## src/rtl/mario_motion.sv

```systemverilog
// rtl/mario_motion.sv - player sprite motion: walk, jump, gravity, floor/ceiling/wall limits
//
// Purpose:
//   Produces the player sprite centre (PosX, PosY) and half-extents (SizeX, SizeY)
//   consumed by the VGA colour mapper. Motion advances once per video frame, timed
//   from a synchronised rising edge of the VGA vsync (frame_clk).
//
// Ports:
//   Clk        in   1   system clock
//   Reset      in   1   asynchronous, active-high
//   frame_clk  in   1   VGA vsync, asynchronous to Clk
//   keycode    in   8   current HID key (8'h00 = none), sampled on tick only
//   PosX       out  10  sprite centre X
//   PosY       out  10  sprite centre Y
//   SizeX      out  10  half-width (8)
//   SizeY      out  10  half-height (16)
//   Airborne   out  1   high while not standing on the floor
//
// Build option:
//   MARIO_MOTION_WRAP_EN - when defined, horizontal motion wraps between X_MIN and
//   X_MAX instead of clamping at the walls.

module mario_motion #(
  parameter int           X_START    = 320,
  parameter int           Y_FLOOR    = 463,
  parameter int           X_MIN      = 8,
  parameter int           X_MAX      = 631,
  parameter int           Y_MIN      = 16,
  parameter int           WALK_SPEED = 2,
  parameter int           JUMP_VEL   = 12,
  parameter int           GRAVITY    = 1,
  parameter int           MAX_FALL   = 8,
  parameter logic [7:0]   KEY_LEFT   = 8'h04,
  parameter logic [7:0]   KEY_RIGHT  = 8'h07,
  parameter logic [7:0]   KEY_JUMP   = 8'h1A
) (
  input  logic       Clk,
  input  logic       Reset,
  input  logic       frame_clk,
  input  logic [7:0] keycode,
  output logic [9:0] PosX,
  output logic [9:0] PosY,
  output logic [9:0] SizeX,
  output logic [9:0] SizeY,
  output logic       Airborne
);

  localparam logic [1:0] GROUND = 2'd0;
  localparam logic [1:0] RISE   = 2'd1;
  localparam logic [1:0] FALL   = 2'd2;

  // Limits in the signed 12-bit domain used for next-position math.
  localparam logic signed [11:0] X_MIN_S   = 12'(X_MIN);
  localparam logic signed [11:0] X_MAX_S   = 12'(X_MAX);
  localparam logic signed [11:0] Y_MIN_S   = 12'(Y_MIN);
  localparam logic signed [11:0] Y_FLOOR_S = 12'(Y_FLOOR);
  localparam logic signed [11:0] WALK_S    = 12'(WALK_SPEED);
  localparam logic signed [6:0]  MAX_FALL_S = 7'(MAX_FALL);

  logic        s1_q, s2_q, s3_q;
  logic        tick;

  logic [9:0]  pos_x_q, pos_x_d;
  logic [9:0]  pos_y_q, pos_y_d;
  logic signed [6:0] vel_y_q, vel_y_d;
  logic [1:0]  state_q, state_d;
  logic        airborne_q, airborne_d;

  logic signed [11:0] px, py, nx_left, nx_right, ny, vel_ext;
  logic signed [6:0]  vel_plus;
  logic [3:0]         unused_hi;

  // s1/s2 synchronise vsync; s3 delays s2 so tick is a single-cycle rising-edge pulse.
  assign tick = s2_q & ~s3_q;

  always_comb begin
    px       = $signed({2'b00, pos_x_q});
    py       = $signed({2'b00, pos_y_q});
    vel_ext  = {{5{vel_y_q[6]}}, vel_y_q};
    nx_left  = px - WALK_S;
    nx_right = px + WALK_S;
    ny       = py + vel_ext;
    vel_plus = vel_y_q + 7'(GRAVITY);
    unused_hi = {nx_left[11:10], nx_right[11:10]};

    pos_x_d    = pos_x_q;
    pos_y_d    = pos_y_q;
    vel_y_d    = vel_y_q;
    state_d    = state_q;
    airborne_d = airborne_q;

    if (tick) begin
      if (keycode == KEY_LEFT) begin
        if (nx_left < X_MIN_S) begin
`ifdef MARIO_MOTION_WRAP_EN
          pos_x_d = 10'(X_MAX);
`else
          pos_x_d = 10'(X_MIN);
`endif
        end else begin
          pos_x_d = nx_left[9:0];
        end
      end else if (keycode == KEY_RIGHT) begin
        if (nx_right > X_MAX_S) begin
`ifdef MARIO_MOTION_WRAP_EN
          pos_x_d = 10'(X_MIN);
`else
          pos_x_d = 10'(X_MAX);
`endif
        end else begin
          pos_x_d = nx_right[9:0];
        end
      end

      case (state_q)
        GROUND: begin
          if (keycode == KEY_JUMP) begin
            // Launch frame: height stays put, the velocity takes effect next frame.
            vel_y_d = 7'(-JUMP_VEL);
            state_d = RISE;
          end else begin
            pos_y_d = 10'(Y_FLOOR);
            vel_y_d = '0;
          end
        end
        RISE: begin
          if (ny < Y_MIN_S) begin
            pos_y_d = 10'(Y_MIN);
            vel_y_d = '0;
            state_d = FALL;
          end else begin
            pos_y_d = ny[9:0];
            vel_y_d = vel_plus;
            if (!vel_plus[6]) state_d = FALL;
          end
        end
        FALL: begin
          if (ny >= Y_FLOOR_S) begin
            pos_y_d = 10'(Y_FLOOR);
            vel_y_d = '0;
            state_d = GROUND;
          end else begin
            pos_y_d = ny[9:0];
            vel_y_d = (vel_plus > MAX_FALL_S) ? MAX_FALL_S : vel_plus;
          end
        end
        default: begin
          pos_y_d = 10'(Y_FLOOR);
          vel_y_d = '0;
          state_d = GROUND;
        end
      endcase

      airborne_d = (state_d != GROUND);
    end
  end

  always_ff @(posedge Clk or posedge Reset) begin
    if (Reset) begin
      s1_q       <= 1'b0;
      s2_q       <= 1'b0;
      s3_q       <= 1'b0;
      pos_x_q    <= 10'(X_START);
      pos_y_q    <= 10'(Y_FLOOR);
      vel_y_q    <= '0;
      state_q    <= GROUND;
      airborne_q <= 1'b0;
    end else begin
      s1_q       <= frame_clk;
      s2_q       <= s1_q;
      s3_q       <= s2_q;
      pos_x_q    <= pos_x_d;
      pos_y_q    <= pos_y_d;
      vel_y_q    <= vel_y_d;
      state_q    <= state_d;
      airborne_q <= airborne_d;
    end
  end

  assign PosX     = pos_x_q;
  assign PosY     = pos_y_q;
  assign SizeX    = 10'd8;
  assign SizeY    = 10'd16;
  assign Airborne = airborne_q;

endmodule

```

## config.mk

```make
export PLATFORM = sky130hd
export DESIGN_NAME = mario_motion
export DESIGN_NICKNAME = d
export VERILOG_FILES = /design/src/rtl/mario_motion.sv
export SDC_FILE = /design/constraint.sdc
export NUM_CORES = 1
export LEC_CHECK = 0
export ABC_AREA = 1
export CAP_MARGIN = 20
export CORE_MARGIN = 10
export CORE_UTILIZATION = 35
export DETAILED_ROUTE_END_ITERATION = 10
export GPL_TIMING_DRIVEN = 0
export PLACE_DENSITY = 0.62
export SYNTH_ARGS = -nofsm -noshare
export SYNTH_HDL_FRONTEND = slang
export SYNTH_SLANG_ARGS = --single-unit
export TNS_END_PERCENT = 5
```

## constraint.sdc

```tcl
create_clock -name Clk -period 2.9 [get_ports Clk]
set_input_delay 0.435 -clock Clk [delete_from_list [all_inputs] [get_ports Clk]]
set_output_delay 0.435 -clock Clk [all_outputs]
set_load 0.1 [all_outputs]
```

==> metrics.md, run 1 <==
| Metric | Value |
|---|---|
| Async S/R FF share, synth | `1.00` |
| CTS root buf | `clkbuf_8` |
| Cell repeated most along the worst path | `nand3_1` |
| Pwr Total | `2.61 mW` |
| RR Startpoint | `PosY[0]` |
| Per-cell routed wire length | `12.8 microns` |
| Least-Margin Pin Slew | `988 ps` |
| Worst Setup SP | `PosY[0]` |
| Drt pass-1 iters | `5` |
| Remaining DRCs | `0` |
| Grt ovf | `0` |
| Synthesized flop and latch total | `33` |
| Final Skew | `5.17 ps` |
| FF-to-FF path depth | `17` |
| Top FF cell, synth | `dfrtp_1` |
| Antenna cells | `0` |
| Worst EP arrival | `2860 ps` |
| Number of buffers added on ports | `31` |
| CTS tree | `built` |
| Detail Placement HPWL | `6.78 mm` |
| CP Depth | `17` |
| CP Capture Point | `vel_y_q[3]` |
| Total vias in the final route | `3270` |
| CTS max path bufs | `2` |
| Reg clk slew, reported paths | `80 ps` |
| RePlAce Congestion | `0.903` |
| First-pass GRT wire length | `14.1 mm` |
| Crit-path max FO | `7` |
| Antenna Nets Post-Route | `0` |
| RSZ-0062 raised after global routing | `no` |
| Maximum Capacitance Violations | `0` |
| Slew Viols, Final | `0` |
| Seq/Total Area, Yosys | `0.257` |
| Post-Syn Area | `3260 sq um` |
| Most frequent cells in the layout | `141 x nand2_1, 70 x inv_1, 50 x nand3_1` |
| Crit path time final | `2680 ps` |
| Mapped Cells | `502` |
| Leak Pwr | `2.08 nW` |
| Routed vias/inst | `4.87` |
| CP delay by family, top | `simple AND/OR/NAND/NOR gates` |
| Routed WL | `8.59 mm` |
| Leading area contributor after synthesis | `dfrtp_1` |
| Synth top area cells | `dfrtp_1 18%, nand2_1 16%, inv_1 8.2%` |
| Fin. Hold Viols | `0` |
| Die width | `116 microns` |
| Hold_buf cts | `0` |
| Die Y | `116 microns` |
| Starting Density | `0.356` |
| Max VDD drop | `0.299 mV` |
| Worst setup SP type | `flop` |
| Worst hold path class | `reg -> reg` |
| Setup crit end kind | `flop` |
| CTS Buf Count | `5` |
| Number of global-route vias before repair | `3091` |
| Row Count | `35` |
| Fmax | `0.373 GHz` |
| Antenna violations before repair | `0` |
| Layout area overhead | `20.1%` |
| Reg-to-reg slack, setup | `220 ps` |
| Cell count after placement | `663` |
| Slowest-stage cell, CP | `dfstp_2` |
| Largest net degree at the start of global routing | `18` |
| DIE AREA | `13600 sq um` |
| Largest stage delay, worst path | `560 ps` |
| Post-Layout Cell Count | `671` |
| Synthesized area per cell | `6.49 sq um` |
| Post-synth top area share | `0.184` |
| Final setup TNS | `0 ps` |
| CORE AREA | `9150 sq um` |
| Layout cells sized above 1 | `0.127` |
| Crit Path Category | `reg -> reg` |
| Io pins | `52` |
| Slew HR | `0.339` |
| GRT Total Usage | `0.128` |
| EDFF count, synth | `0` |
| Distinct cells, synth | `39` |
| CP required | `3080 ps` |
| Power Density | `667 nW/um^2` |
| Final period utilization | `0.926` |
| Leading cell type in the layout, fill and taps excluded | `nand2_1` |
| Status | `finished, final reports clean` |
| Syn. warnings | `0` |
| Reg2reg end | `vel_y_q[3]` |
| Layout Nets | `590` |
| Sum of buffers and inverters on the critical path | `3` |
| Clock sink total | `33` |
| Clock latency on the worst-skew pair | `290 ps` |
| Min-Delay Path Depth | `0` |
| Critical path cell sequence | `ha_2 -> inv_1 -> fa_2 -> inv_1 -> nand3_1 -> nand3_2 -> nand2_1 -> nand3_1 -> nand2_1 -> nor2_1 -> nand3_2 -> and2_4 -> buf_6 -> nand2_4 -> nand2_2 -> nand3_1 -> o21ai_1` |
| # setup viols final | `0` |
| DR iter-0 viols | `104` |
| H-tree depth reported by CTS | `2` |
==> worst min-delay path by stage <==
stage	start	to	slack, ps
5_1_grt	s1_q	s2_q	370
4_1_cts	s1_q	s2_q	360
2_1_floorplan	s1_q	s2_q	330
6_report	s1_q	s2_q	360
3_5_place_dp	s1_q	s2_q	340
3_3_place_gp	s1_q	s2_q	340
==> state kept, by name, indices dropped and copies added, names as in the netlist <==
signal / count
Airborne: 1
s1_q: 1
PosX: 10
vel_y_q: 7
s2_q: 1
state_q: 2
s3_q: 1
PosY: 10
==> layer usage <==
metal,vias to the layer above,GRT usage,part of all wire
met3,10,0.0339,0.067
met4,0,0.0467,0.017
met1,1507,0.149,0.43
met2,85,0.221,0.49
li1,1668,-,-
met5,-,0,0
==> power breakdown <==
group	switching (mW)	internal, mW
registers	0.0860	0.567
clock network	0.194	0.167
logic	1.15	0.439
total	1.43	1.17
==> metrics by stage <==
| stage | hold slack (ps) | area, sq um | util | setup slack, ps |
|---|---|---|---|---|
| finish | 355 | 3910 | 0.427 | 216 |
| global route | 367 | 3910 | 0.427 | 19.2 |
| CTS | 357 | 3880 | 0.424 | 83.9 |
| detailed placement | 340 | 3800 | 0.415 | 111 |
| global placement | 336 | 3770 | 0.412 | 120 |
| floorplan | 331 | 3320 | - | 41.8 |
==> timing repair <==
action                                  CTS  global route
resized for setup                         0             8
buffers inserted                          0             0
endpoints found under the hold margin     0             0
endpoints found under the setup margin    0            20
==> worst reg2reg max path, cell delays in order, from the launching register on <==
cell and delay, ps:
dfstp_2 560, ha_2 220, inv_1 60, fa_2 360
inv_1 80, nand3_1 80, nand3_2 120, nand2_1 90
nand3_1 90, nand2_1 110, nor2_1 150, nand3_2 110
and2_4 150, buf_6 130, nand2_4 70, nand2_2 60
nand3_1 80, o21ai_1 70
==> synth_stat cells (2+ instances only) <==
library cell,count
nand3_2,4
nand2_1,141
xnor2_1,3
nor2_1,48
clkinv_1,2
nand3_1,51
buf_2,3
o21ai_1,10
nand3b_1,2
dfrtp_1,24
nand2_4,2
dfstp_2,9
nand2_2,5
ha_1,19
xor2_1,14
buf_4,22
a21oi_1,22
inv_1,71
nand4_1,11
conb_1,2
inv_2,2
o21ai_0,10
a21boi_0,3
nor3_1,7
==> cells by family (layout without fill, tap and decap cells) <==
family,count (synthesis),in the layout,synth area share
AOI/OAI and AO/OA,50,50,0.0830
xor gates and xnor gates,17,17,0.0457
adders and majority gates,20,20,0.0792
buffers and inverters,101,141,0.145
DFF,33,33,0.257
other,2,20,0.00231
and+or+nand+nor,279,279,0.387
==> layout make-up <==
type	instances	area, sq um
sequential	33	838
timing repair buffer	32	338
clock inverter	2	10.0
buffer	26	191
clock buffer	6	72.6
fill	933	5240
multi-input combinational	386	2040
tap	111	139
inverter	75	282
No activity file was read; power rests on OpenSTA's default activity.
==> inputs of run 2 (changes only) <==
TNS_END_PERCENT = not set   (was 5)
==> results of run 2 <==
No change in the layout: final DEF, timing and power equal those of run 1.
